File: src/rtl/instr_encoder.sv
// Packs instruction fields into 19-bit words and streams legal words into imem.
// Optional build macro INSTR_ENCODER_CHECKSUM_EN adds csum_o (XOR of written words).
//
// state | meaning
// IDLE  | waiting for start_i
// LOAD  | accepting field sets, encoding and range-checking combinationally
// WRITE | holding imem_we_o/addr/data until imem_ready_i
// DONE  | one-cycle done_o pulse, then back to IDLE
module instr_encoder #(
    parameter int ADDR_W   = 8,
    parameter int ERRCNT_W = 8
) (
    input  logic                clk_i,
    input  logic                reset_i,
    input  logic                start_i,
    input  logic [ADDR_W-1:0]   base_addr_i,
    input  logic                fld_valid_i,
    output logic                fld_ready_o,
    input  logic                fld_last_i,
    input  logic [3:0]          op_i,
    input  logic [2:0]          rd_i,
    input  logic [2:0]          rs1_i,
    input  logic [2:0]          rs2_i,
    input  logic [2:0]          funct3_i,
    input  logic [2:0]          funct7_i,
    input  logic [18:0]         imm_i,
    output logic                imem_we_o,
    output logic [ADDR_W-1:0]   imem_addr_o,
    output logic [18:0]         imem_wdata_o,
    input  logic                imem_ready_i,
    output logic                busy_o,
    output logic                done_o,
    output logic                rej_o,
    output logic [ERRCNT_W-1:0] rej_cnt_o
`ifdef INSTR_ENCODER_CHECKSUM_EN
    ,
    output logic [18:0]         csum_o
`endif
);

    localparam logic [3:0] OP_R_TYPE   = 4'd0;
    localparam logic [3:0] OP_I_TYPE_0 = 4'd1;
    localparam logic [3:0] OP_I_TYPE_1 = 4'd2;
    localparam logic [3:0] OP_I_TYPE_2 = 4'd3;
    localparam logic [3:0] OP_S_TYPE   = 4'd4;
    localparam logic [3:0] OP_B_TYPE   = 4'd5;
    localparam logic [3:0] OP_U_TYPE_0 = 4'd6;
    localparam logic [3:0] OP_U_TYPE_1 = 4'd7;
    localparam logic [3:0] OP_J_TYPE   = 4'd8;
    localparam logic [3:0] OP_C_TYPE   = 4'd9;

    typedef enum logic [1:0] {
        IDLE  = 2'd0,
        LOAD  = 2'd1,
        WRITE = 2'd2,
        DONE  = 2'd3
    } state_t;

    state_t              state_q, state_d;
    logic [ADDR_W-1:0]   addr_q, addr_d;
    logic [18:0]         wdata_q, wdata_d;
    logic                last_q, last_d;
    logic                rej_q, rej_d;
    logic [ERRCNT_W-1:0] rej_cnt_q, rej_cnt_d;
`ifdef INSTR_ENCODER_CHECKSUM_EN
    logic [18:0]         csum_q, csum_d;
`endif

    logic [18:0] enc_word;
    logic        enc_legal;

    // Signed ranges are legal when imm_i equals the sign extension of its low bits.
    always_comb begin
        enc_word  = '0;
        enc_legal = 1'b0;
        case (op_i)
            OP_R_TYPE: begin
                enc_word  = {funct7_i, rs2_i, rs1_i, funct3_i, rd_i, op_i};
                enc_legal = 1'b1;
            end
            OP_I_TYPE_0, OP_I_TYPE_1, OP_I_TYPE_2: begin
                enc_word  = {imm_i[2:0], rs2_i, rs1_i, funct3_i, rd_i, op_i};
                enc_legal = (imm_i == {{16{imm_i[2]}}, imm_i[2:0]});
            end
            OP_S_TYPE: begin
                enc_word  = {imm_i[8:3], rs1_i, imm_i[2:0], rd_i, op_i};
                enc_legal = (imm_i == {{10{imm_i[8]}}, imm_i[8:0]});
            end
            OP_B_TYPE: begin
                enc_word  = {imm_i[9:4], rs1_i, funct3_i, imm_i[3:1], op_i};
                enc_legal = !imm_i[0] && (imm_i == {{9{imm_i[9]}}, imm_i[9:0]});
            end
            OP_U_TYPE_0, OP_U_TYPE_1: begin
                enc_word  = {imm_i[18:7], rd_i, op_i};
                enc_legal = (imm_i[6:0] == 7'd0);
            end
            OP_J_TYPE: begin
                enc_word  = {imm_i[12:1], rd_i, op_i};
                enc_legal = !imm_i[0] && (imm_i == {{6{imm_i[12]}}, imm_i[12:0]});
            end
            OP_C_TYPE: begin
                enc_word  = {imm_i[14:0], op_i};
                enc_legal = (imm_i[18:15] == 4'd0);
            end
            default: begin
                enc_word  = '0;
                enc_legal = 1'b0;
            end
        endcase
    end

    always_comb begin
        state_d   = state_q;
        addr_d    = addr_q;
        wdata_d   = wdata_q;
        last_d    = last_q;
        rej_d     = 1'b0;
        rej_cnt_d = rej_cnt_q;
`ifdef INSTR_ENCODER_CHECKSUM_EN
        csum_d    = csum_q;
`endif
        case (state_q)
            IDLE: begin
                if (start_i) begin
                    state_d   = LOAD;
                    addr_d    = base_addr_i;
                    rej_cnt_d = '0;
`ifdef INSTR_ENCODER_CHECKSUM_EN
                    csum_d    = '0;
`endif
                end
            end
            LOAD: begin
                if (fld_valid_i) begin
                    if (enc_legal) begin
                        wdata_d = enc_word;
                        last_d  = fld_last_i;
                        state_d = WRITE;
                    end else begin
                        rej_d = 1'b1;
                        if (rej_cnt_q != '1) begin
                            rej_cnt_d = rej_cnt_q + ERRCNT_W'(1);
                        end
                        if (fld_last_i) begin
                            state_d = DONE;
                        end
                    end
                end
            end
            WRITE: begin
                if (imem_ready_i) begin
                    addr_d  = addr_q + ADDR_W'(1);
                    state_d = last_q ? DONE : LOAD;
`ifdef INSTR_ENCODER_CHECKSUM_EN
                    csum_d  = csum_q ^ wdata_q;
`endif
                end
            end
            DONE: begin
                state_d = IDLE;
            end
            default: begin
                state_d = IDLE;
            end
        endcase
    end

    always_ff @(posedge clk_i) begin
        if (reset_i) begin
            state_q   <= IDLE;
            addr_q    <= '0;
            wdata_q   <= '0;
            last_q    <= 1'b0;
            rej_q     <= 1'b0;
            rej_cnt_q <= '0;
`ifdef INSTR_ENCODER_CHECKSUM_EN
            csum_q    <= '0;
`endif
        end else begin
            state_q   <= state_d;
            addr_q    <= addr_d;
            wdata_q   <= wdata_d;
            last_q    <= last_d;
            rej_q     <= rej_d;
            rej_cnt_q <= rej_cnt_d;
`ifdef INSTR_ENCODER_CHECKSUM_EN
            csum_q    <= csum_d;
`endif
        end
    end

    assign fld_ready_o  = (state_q == LOAD);
    assign imem_we_o    = (state_q == WRITE);
    assign imem_addr_o  = addr_q;
    assign imem_wdata_o = wdata_q;
    assign busy_o       = (state_q != IDLE);
    assign done_o       = (state_q == DONE);
    assign rej_o        = rej_q;
    assign rej_cnt_o    = rej_cnt_q;
`ifdef INSTR_ENCODER_CHECKSUM_EN
    assign csum_o       = csum_q;
`endif

endmodule

File: config.mk
export PLATFORM = sky130hd
export DESIGN_NAME = instr_encoder
export DESIGN_NICKNAME = d
export VERILOG_FILES = /design/src/rtl/instr_encoder.sv
export SDC_FILE = /design/constraint.sdc
export NUM_CORES = 1
export LEC_CHECK = 0
export BUFFER_PORTS_ARGS = -buffer_cell sky130_fd_sc_hd__buf_2
export CAP_MARGIN = 20
export CORE_MARGIN = 3
export CORE_UTILIZATION = 30
export CTS_CLUSTER_DIAMETER = 100
export DETAILED_ROUTE_END_ITERATION = 8
export SLEW_MARGIN = 20
export SYNTH_ARGS = -nofsm -noshare
export SYNTH_HDL_FRONTEND = slang
export SYNTH_SLANG_ARGS = --single-unit
File: constraint.sdc
create_clock -name clk_i -period 3.5 [get_ports clk_i]
set_input_delay 0.7 -clock clk_i [delete_from_list [all_inputs] [get_ports clk_i]]
set_output_delay 0.7 -clock clk_i [all_outputs]
set_load 0.02 [all_outputs]
==> results_dict.tcl <==
set metrics [dict create \
    cts.sinks 39 \
    rsz0062_at_grt "false" \
    worst_clock_skew_ns 0.0110 \
    whs_ns 0.461 \
    wl_mm 8.92 \
    syn_inst 362 \
    critPathKind "in2reg" \
    irDropWorstVdd_uv 152 \
    clkTransAtPathRegs_ns 0.08 \
    critPathMaxStageDelay_ns 0.44 \
    postRouteAntennaNets 0 \
    fmax_mhz 364 \
    cts_buffers 5 \
    layout_commonest_cell "buf_2" \
    cts.repair.resized 0 \
    fin_setup_tns_ns 0 \
    syn2layout_area_growth_pct 24.6 \
    drc 0 \
    initial_core_util_pct 31.0 \
    grt_max_degree 44 \
    worstPathRequired_ns 3.64 \
    grt_first_pass_wirelength_mm 14.2 \
    critPathArrivalTime_ns 2.89 \
    cp_slowest_cell "or2_1" \
    combPwrFrac_pct 20.4 \
    finish.net_count 495 \
    avgSynthCellArea_um2 7.50 \
    power.density_mw_per_mm2 341 \
    clockRootBuffer "clkbuf_8" \
    fp-row-count 34 \
    port_buffers 91 \
    setup_viol 0 \
    fin_crit_ns 2.75 \
    drt_iter0_markers 164 \
    synth_fp_nets 417 \
    synthArstFlopShare_pct 0 \
    syn_area_mm2 0.00271 \
    die_w_um 101 \
    wire_per_inst_um 16.2 \
    p_seq_share_pct 40.9 \
    maxCapViolations 0 \
    die_h_um 101 \
    dr.pass1.iters 4 \
    post-cts-setup-buffer-count 0 \
    grt_pass1_vias 2860 \
    ys_ff_latch 39 \
    synth-warning-count 0 \
    n_antenna_cell 0 \
    crit_chain "buf_2 -> nor3b_1 -> or3_1 -> o2111ai_1 -> nand4_2 -> or2_1 -> a21oi_1 -> o32ai_1" \
    yosysSeqAreaShare_pct 28.8 \
    p_sw_mw 0.321 \
    track_usage_pct 17.1 \
    fillers 951 \
    vias 3063 \
    dp_hpwl_mm 6.74 \
    cts_tree "done" \
    hold_buffers 0 \
    core-area_mm2 0.00876 \
    worst_pin_slew_ns 0.784 \
    leakage_nw 1.55 \
    antenna_found_initial 0 \
    synth_edf_count 0 \
    drv_slew 0 \
    hold_viol_final 0 \
    pwr-share-clk_pct 38.7 \
    viasPerCell 5.58 \
    maxSlewHeadroom_pct 47.7 \
    most-common-layout-cells "buf_2, nand2_1, dfxtp_1, nor2_1, mux2i_1" \
    worstSkewPairLatency_ns 0.29 \
    dieArea_mm2 0.0102 \
    ys_types 51 \
    clk_path_buf_depth 2 \
    cts_max_level 2 \
    internal_power_mw 0.831 \
    place_congestion 0.954 \
    outcome "finished, final reports clean" \
    sw_frac_of_total_pct 27.9 \
    min_period_over_period_pct 78.6 \
    worst-path-max-fanout 22 \
    drive_above_1_share_pct 26.3 \
    hp-class "reg2reg" \
    overflow 0 \
    start_kind "input pin" \
    synth_flop_cell "dfxtp_1" \
    endpoint_kind "flip-flop" \
    ios 92 \
]
[cells by family (layout without fill, tap and decap cells)]
| kind of cell | after synthesis | in the layout | synth area share, % |
|---|---|---|---|
| flip-flops | 39 | 39 | 28.8 |
| multiplexers | 33 | 33 | 12.7 |
| buffers and inverters | 37 | 116 | 5.39 |
| adder cells (fa/ha/maj) | 3 | 3 | 1.38 |
| AO/OA/AOI/OAI | 100 | 100 | 24.4 |
| AND/OR/NAND/NOR | 150 | 150 | 27.3 |
[cell type report]
class	instances	area (um2)	area share [%]
Multi-Input combinational cell	286	1790	52.8
Inverter	10	37.5	1.11
Tap cell	108	135	4.00
Clock buffer	6	72.6	2.15
Clock inverter	2	60.1	1.78
Timing Repair Buffer	98	508	15.0
Sequential cell	39	781	23.1
[path summary, 6_finish.rpt]
| check | slack (ns) | to | depth (start not counted) | from |
|---|---|---|---|---|
| setup / recovery | 0.75 | rej_cnt_o[7]$_SDFFE_PP0P_ | 8 | op_i[3] |
| hold / removal | 0.46 | imem_wdata_o[16]$_SDFFE_PP0P_ | 2 | imem_wdata_o[16]$_SDFFE_PP0P_ |
| setup reg to reg | 1.44 | rej_cnt_o[7]$_SDFFE_PP0P_ | 8 | rej_cnt_o[0]$_SDFFE_PP0P_ |
| hold reg to reg | 0.46 | imem_wdata_o[16]$_SDFFE_PP0P_ | 2 | imem_wdata_o[16]$_SDFFE_PP0P_ |
[per-layer routing]
layer  routed length, um  GRT usage, %  vias up
met5                   0             0        -
met4                 160          4.29        0
met3                 534          3.18       16
met2                4180          27.5       94
met1                4040          23.8     1452
li1                    -             -     1501
[flip-flops by register name (all words and copies together) (netlist names)]
name,cells
rej_o,1
imem_addr_o,8
state_q,2
rej_cnt_o,8
imem_wdata_o,19
last_q,1
[metrics by stage]
step	setup WS (ns)	area [um2]	std cells	utilization, %	total power [mW]
after floorplan	0.782	2710	362	-	0.623
after global placement	0.520	3250	541	37.1	0.714
after detailed placement	0.476	3250	541	37.1	0.715
after CTS	0.785	3380	549	38.6	1.16
after global routing	0.552	3380	549	38.6	1.20
final	0.749	3380	549	38.6	1.15
[power by group through the flow]
stage                     logic [mW]  registers (mW)  clock network [mW]
final                          0.235           0.471               0.446
after global routing           0.258           0.473               0.473
after CTS                      0.234           0.471               0.456
after detailed placement       0.234           0.481                   0
after global placement         0.233           0.481                   0
after floorplan                0.136           0.487                   0
[Yosys cell counts, drive strengths merged, types with 3 or more instances]
| cell type | instances | area [um2] |
|---|---|---|
| mux2i | 31 | 310 |
| inv | 10 | 37.5 |
| a32oi | 8 | 70.1 |
| a2bb2oi | 3 | 26.3 |
| a22oi | 5 | 37.5 |
| nand2b | 9 | 56.3 |
| nor4 | 4 | 25.0 |
| nor3 | 14 | 70.1 |
| or3 | 4 | 25.0 |
| a31oi | 8 | 50.1 |
| nand2 | 41 | 154 |
| ha | 3 | 37.5 |
| o32ai | 5 | 43.8 |
| o21ai | 19 | 95.1 |
| a21oi | 21 | 105 |
| clkbuf | 21 | 78.8 |
| dfxtp | 39 | 781 |
| o221ai | 3 | 26.3 |
| nor2b | 5 | 31.3 |
| or2 | 5 | 31.3 |
| nand4 | 6 | 43.8 |
| a22o | 3 | 26.3 |
| nor2 | 37 | 139 |
| nand3 | 13 | 70.1 |
| a211oi | 4 | 30.0 |
| buf | 6 | 30.0 |
| o22ai | 8 | 50.1 |
| o211ai | 4 | 30.0 |
[worst max-delay path: cells and delay by family]
kind,cells,cell delay (ns)
and+or+nand+nor,4,1.33
AOI/OAI and AO/OA,3,0.62
buffers and inverters,1,0.23
Note: power is estimated with default switching activity, not from simulation.
